`config.mk`:
```
export PLATFORM = sky130hd
export DESIGN_NAME = rom_port_arbiter
export DESIGN_NICKNAME = d
export VERILOG_FILES = /design/src/rtl/rom_port_arbiter_pkg.sv /design/src/rtl/rr_pick2.sv /design/src/rtl/rom_port_arbiter.sv
export SDC_FILE = /design/constraint.sdc
export NUM_CORES = 1
export LEC_CHECK = 0
export CAP_MARGIN = 20
export CORE_ASPECT_RATIO = 1.25
export CORE_MARGIN = 2
export CORE_UTILIZATION = 30
export CTS_BUF_LIST = sky130_fd_sc_hd__clkbuf_16
export DETAILED_ROUTE_END_ITERATION = 16
export GPL_TIMING_DRIVEN = 0
export PLACE_DENSITY = 0.73
export SLEW_MARGIN = 10
export SYNTH_ARGS = -nofsm -noshare
export SYNTH_HDL_FRONTEND = slang
export SYNTH_SLANG_ARGS = --single-unit
```
`constraint.sdc`:
```
create_clock -name clk -period 5 [get_ports clk]
set_input_delay 1 -clock clk [delete_from_list [all_inputs] [get_ports clk]]
set_output_delay 1 -clock clk [all_outputs]
set_load 0.005 [all_outputs]
```
`src/rtl/rom_port_arbiter_pkg.sv`:
```
// Shared defaults and helpers for rom_port_arbiter and its round-robin picker.
package rom_port_arbiter_pkg;

    localparam int unsigned NREQ_DEF = 4;
    localparam int unsigned AW_DEF   = 3;
    localparam int unsigned DW_DEF   = 16;

    // ROM port indices into the per-port tag arrays
    localparam logic P1 = 1'b0;
    localparam logic P2 = 1'b1;

    // Requester ID width: ceil(log2(n)), never below one bit
    function automatic int unsigned id_width(input int unsigned n);
        return (n <= 2) ? 1 : $clog2(n);
    endfunction

endpackage

```
`src/rtl/rr_pick2.sv`:
```
// Round-robin picker: selects up to two active requesters starting at ptr.
// Purely combinational; the caller owns the pointer register.
module rr_pick2
    import rom_port_arbiter_pkg::*;
#(
    parameter int unsigned NREQ = NREQ_DEF,
    parameter int unsigned IW   = id_width(NREQ)
) (
    input  logic [NREQ-1:0] req,
    input  logic [IW-1:0]   ptr,
    output logic [NREQ-1:0] win1,
    output logic [NREQ-1:0] win2,
    output logic [IW-1:0]   id1,
    output logic [IW-1:0]   id2,
    output logic            v1,
    output logic            v2,
    output logic [IW-1:0]   ptr_nxt
);

    int unsigned     idx;
    logic [IW-1:0]   last;

    // Scan from ptr with wrap; first hit goes to port 1, second to port 2
    always_comb begin
        win1    = '0;
        win2    = '0;
        id1     = '0;
        id2     = '0;
        v1      = 1'b0;
        v2      = 1'b0;
        idx     = 0;
        last    = '0;
        ptr_nxt = ptr;
        for (int unsigned k = 0; k < NREQ; k++) begin
            idx = 32'(ptr) + k;
            if (idx >= NREQ) begin
                idx = idx - NREQ;
            end
            if (req[IW'(idx)]) begin
                if (!v1) begin
                    v1               = 1'b1;
                    id1              = IW'(idx);
                    win1[IW'(idx)]   = 1'b1;
                end else if (!v2) begin
                    v2               = 1'b1;
                    id2              = IW'(idx);
                    win2[IW'(idx)]   = 1'b1;
                end
            end
        end
        last = v2 ? id2 : id1;
        if (v1) begin
            ptr_nxt = (32'(last) + 1 >= NREQ) ? '0 : IW'(32'(last) + 1);
        end
    end

endmodule

```
`src/rtl/rom_port_arbiter.sv`:
```
// Shares the two read ports of a dual-address ROM among NREQ requesters.
// Grants are combinational; each granted read is tagged with its requester
// ID and the ROM output is steered back onto that requester's lane.
// Optional macro ROM_ARB_OUTREG_EN adds a registered output stage
// (latency 2, idle lanes hold their last data).
module rom_port_arbiter
    import rom_port_arbiter_pkg::*;
#(
    parameter int unsigned NREQ = NREQ_DEF,
    parameter int unsigned AW   = AW_DEF,
    parameter int unsigned DW   = DW_DEF
) (
    input  logic               clk,
    input  logic               rst,
    input  logic [NREQ-1:0]    req,
    input  logic [NREQ*AW-1:0] addr,
    output logic [NREQ-1:0]    gnt,
    output logic [NREQ-1:0]    rvalid,
    output logic [NREQ*DW-1:0] rdata,
    output logic               rom_en1,
    output logic               rom_en2,
    output logic [AW-1:0]      rom_addr1,
    output logic [AW-1:0]      rom_addr2,
    input  logic [DW-1:0]      rom_dout1,
    input  logic [DW-1:0]      rom_dout2
);

    localparam int unsigned IW = id_width(NREQ);

    logic [NREQ-1:0]       win1, win2;
    logic [IW-1:0]         id1, id2;
    logic                  v1, v2;
    logic [IW-1:0]         ptr_nxt;

    logic [IW-1:0]         ptr_q, ptr_d;
    logic [1:0]            tv_q, tv_d;
    logic [1:0][IW-1:0]    tid_q, tid_d;

    logic [NREQ-1:0]       route_rv;
    logic [NREQ*DW-1:0]    route_rd;
    logic                  pi;

    rr_pick2 #(
        .NREQ (NREQ),
        .IW   (IW)
    ) u_pick (
        .req     (req),
        .ptr     (ptr_q),
        .win1    (win1),
        .win2    (win2),
        .id1     (id1),
        .id2     (id2),
        .v1      (v1),
        .v2      (v2),
        .ptr_nxt (ptr_nxt)
    );

    // Drive grants and ROM ports from the picker; all quiet during reset
    always_comb begin
        gnt       = '0;
        rom_en1   = 1'b0;
        rom_en2   = 1'b0;
        rom_addr1 = '0;
        rom_addr2 = '0;
        if (!rst) begin
            gnt     = win1 | win2;
            rom_en1 = v1;
            rom_en2 = v2;
            if (v1) begin
                rom_addr1 = addr[32'(id1)*AW +: AW];
            end
            if (v2) begin
                rom_addr2 = addr[32'(id2)*AW +: AW];
            end
        end
    end

    // Next pointer and per-port tags captured at the grant edge
    always_comb begin
        ptr_d      = ptr_nxt;
        tv_d       = '0;
        tid_d      = tid_q;
        tv_d[P1]   = v1;
        tv_d[P2]   = v2;
        tid_d[P1]  = id1;
        tid_d[P2]  = id2;
    end

    // Pointer and tag registers
    always_ff @(posedge clk or posedge rst) begin
        if (rst) begin
            ptr_q <= '0;
            tv_q  <= '0;
            tid_q <= '0;
        end else begin
            ptr_q <= ptr_d;
            tv_q  <= tv_d;
            tid_q <= tid_d;
        end
    end

    // Steer each port's ROM data onto its tagged requester lane
    always_comb begin
        route_rv = '0;
        route_rd = '0;
        pi       = 1'b0;
        for (int unsigned i = 0; i < NREQ; i++) begin
            for (int unsigned p = 0; p < 2; p++) begin
                pi = 1'(p);
                if (tv_q[pi] && (tid_q[pi] == IW'(i))) begin
                    route_rv[i]          = 1'b1;
                    route_rd[i*DW +: DW] = (pi == P1) ? rom_dout1 : rom_dout2;
                end
            end
        end
    end

`ifdef ROM_ARB_OUTREG_EN
    logic [NREQ-1:0]    rvalid_q, rvalid_d;
    logic [NREQ*DW-1:0] rdata_q, rdata_d;

    // Output stage: new data on valid lanes, others hold
    always_comb begin
        rvalid_d = route_rv;
        rdata_d  = rdata_q;
        for (int unsigned i = 0; i < NREQ; i++) begin
            if (route_rv[i]) begin
                rdata_d[i*DW +: DW] = route_rd[i*DW +: DW];
            end
        end
    end

    // Registered rvalid/rdata
    always_ff @(posedge clk or posedge rst) begin
        if (rst) begin
            rvalid_q <= '0;
            rdata_q  <= '0;
        end else begin
            rvalid_q <= rvalid_d;
            rdata_q  <= rdata_d;
        end
    end

    assign rvalid = rvalid_q;
    assign rdata  = rdata_q;
`else
    assign rvalid = route_rv;
    assign rdata  = route_rd;
`endif

endmodule

```
==> reports/metrics.yaml <==
ys_ff_latch: 8
layout-area-overhead-vs-synth_pct: 79.2
synth.top_cells.by_area: "a22o_1 (28%), dfrtp_1 (9.9%), mux4_2 (7.8%)"
drv.max_cap_violation_count: 0
syn_nets: 305
clock_tree.buffer_depth: 2
ios: 130
fp.coreArea_um2: 6520
total_power_mw: 2.42
actual_slew_at_the_worst_max_slew_pin_ns: 0.854
pwr_density_cell_nw_per_um2: 670
sw_frac_of_total: 0.438
cts_buffers: 3
die_outline_height_um: 95.6
internal_power_mw: 1.36
netlist_area_um2: 2020
tightest_hold_check_type: "flip-flop to flip-flop"
place_hpwl_um: 6280
worst_supply_voltage_drop_on_vdd_mv: 0.405
syn_area_per_cell_um2: 8.23
post-route-drc-count: 0
floorplan.die_area_um2: 7390
n_antenna_cell: 0
detail-route-antenna-nets: 0
yosys-mux-area-fraction: 0.155
synth_top_area_cell: "a22o_1"
ys.warnings.count: 0
synthAdderAreaFrac: 0.0670
hold_violations: 0
totalWireLength_um: 8260
floorplan.die.width_um: 77.3
asyncSetResetFlopFracSynth: 1.00
ys_seq_area_frac: 0.0993
run_status: "finished clean"
synth-simple-area-share: 0.159
setup-violations-final: 0
post_synthesis_share_of_cell_area_spent_on_xor_and_xnor_gates: 0.00869
htree_num_levels: 1
dominant_combinational_cell_family_by_area_after_synthesis: "compound AO/OA/AOI/OAI gates"
fin_crit_ns: 4.81
synth_top_area_share: 0.278
grt_start_max_net_pins: 12
worst-endpoint-arrival_ns: 3.81
num_rows: 33
routed_wire_length_per_instance_um: 17.6
clock_skew_ns: 0.000617
total_count_of_max_transition_violations_in_the_final_report: 0
pwr-share-clk: 0.055
synth-main-ff-cell: "dfrtp_1"
synth.most_common_cell: "a22o_1"
dr_total_vias: 2697
clk_transition_reported_paths_ns: 0.04
globalRouteTotalUtil: 0.206
cts_tree: "yes"
clk-insertion-delay-late_ns: 0.23
num-fill-cells: 635
first_pass_grt_wire_length_um: 12500
crit_path_max_fanout: 10
syn_inst: 245
timing.critical_path.to_type: "primary output"
fin_crit_sh: 0.962
p_switching_mw: 1.06
via_count_of_the_first_global_routing_pass: 2532
timing.fmax_ghz: 0.208
first_drt_pass_iteration_count: 5
overflow: 0
clock-sinks: 8
synth_enable_flop_cells: 0
power.static_leakage_nw: 1.45
timing.critical_path.from_type: "flip-flop"
cp_data_required_time_ns: 4.00
fraction_of_final_layout_cells_with_drive_strength_greater_than_1: 0.112
initial_utilization: 0.309
sequentialPowerShare: 0.056
place_inst: 460
gpl.final_weighted_congestion: 0.813
stdcell_count: 470
nets: 445
criticalPathCategory: "flip-flop to primary output"
synthDistinctLibCells: 48
buffer_ports.inserted: 128
tns_ns: 0
antenna_found_initial: 0
worst_slew_margin_rel: 0.427
clockRootBuffer: "clkbuf_16"
drtIter0Drc: 110
ys_top_cells_by_count: "a22o_1 (64), nand2_1 (20), clkbuf_1 (15)"
avg_vias_per_cell: 5.74
comb_power_share: 0.889
synth_compound_gate_area_share: 0.441
## worst paths after layout
check                          from           end  slack [ns]  cells past startpoint
max in group asynchronous       rst      ptr_q[0]        3.48                      2
hold reg to reg            ptr_q[1]      ptr_q[1]        0.90                      3
min in group asynchronous       rst       tv_q[0]        1.27                      2
setup reg to reg           ptr_q[0]      ptr_q[1]        1.71                     12
hold / removal             ptr_q[1]      ptr_q[1]        0.90                      3
setup / recovery           ptr_q[0]  rom_addr1[1]        0.19                     13
## cells by family after synthesis
family	Yosys count
and+or+nand+nor	62
DFF	8
xor gates and xnor gates	2
buffers and inverters	32
muxes	22
adders and majority gates	11
AOI/OAI and AO/OA	108
## area by class of cell
type,instances,area (µm²),share of cell area
Sequential cell,8,203,0.0561
Multi-Input combinational cell,206,1740,0.480
Tap cell,87,109,0.0301
Inverter,9,37.5,0.0104
Buffer,23,125,0.0346
Timing Repair Buffer,134,1330,0.368
Clock buffer,3,75.1,0.0208
## routing by layer
layer  GRT usage  routed length, µm  share of wire  vias to the layer above
met2       0.408               4260           0.52                      130
li1            -                  -              -                     1265
met5           0                  0              0                        -
met3      0.0360                579          0.070                       14
met1       0.226               3250           0.39                     1288
met4      0.0521                166          0.020                        0
## worst max-delay path, stage by stage, from the launching register on
cell	delay, ns
dfrtp_2	0.43
buf_6	0.15
clkbuf_4	0.22
clkinvlp_4	0.13
ha_1	0.35
buf_4	0.22
mux2i_4	0.26
nand3_1	0.10
o31ai_1	0.09
a22oi_1	0.16
o221ai_4	0.30
mux4_2	0.53
and2_1	0.17
clkdlybuf4s50_1	0.44
## placed cells by master (no fill, tap or decap), types with 3 or more instances in the layout
cell,netlist,final
nor3b_1,3,3
and3_1,5,5
nor2_1,13,13
ha_1,10,10
mux2_2,3,3
buf_4,0,6
and2_1,5,5
clkbuf_1,15,13
a222oi_1,4,4
a22o_1,64,64
clkdlybuf4s50_1,0,125
buf_2,5,4
o21ai_0,7,7
mux4_2,7,7
mux2i_1,12,10
nand3_1,3,3
clkbuf_16,0,3
buf_6,2,3
inv_1,9,8
a21oi_1,8,8
nand2_1,20,20
dfrtp_1,8,6
nor3_1,5,4
## sequential cells by signal, indices dropped and copies added, names as in the netlist
signal and flops:
tid_q 4, tv_q 2, ptr_q 2
## metrics by stage
| step | instance area [µm²] | hold WS (ns) | utilization | setup WS [ns] |
|---|---|---|---|---|
| 6_report | 3610 | 0.904 | 0.554 | 0.192 |
| 4_1_cts | 3570 | 0.963 | 0.548 | 0.00177 |
| 3_3_place_gp | 3410 | 0.942 | 0.522 | -0.400 |
| 5_1_grt | 3610 | 0.959 | 0.554 | -0.000802 |
| 3_5_place_dp | 3410 | 0.958 | 0.522 | -0.403 |
| 2_1_floorplan | 2020 | 0.816 | - | 0.774 |
## power groups by stage
stage	combinational [mW]	clock, mW	sequential [mW]
after detailed placement	1.99	0	0.134
after global placement	1.96	0	0.133
after floorplan	1.15	0	0.124
after global routing	2.31	0.137	0.142
after CTS	2.11	0.134	0.134
final	2.15	0.133	0.136
## repair_timing
action / CTS / global route
gates cloned: 1 / 0
resized for setup: 11 / 15
buffers inserted: 5 / 0
hold buffers: 0 / 0
endpoints found under the setup margin: 6 / 6
pin swaps: 2 / 3
Power figures use the tool's default switching activity.
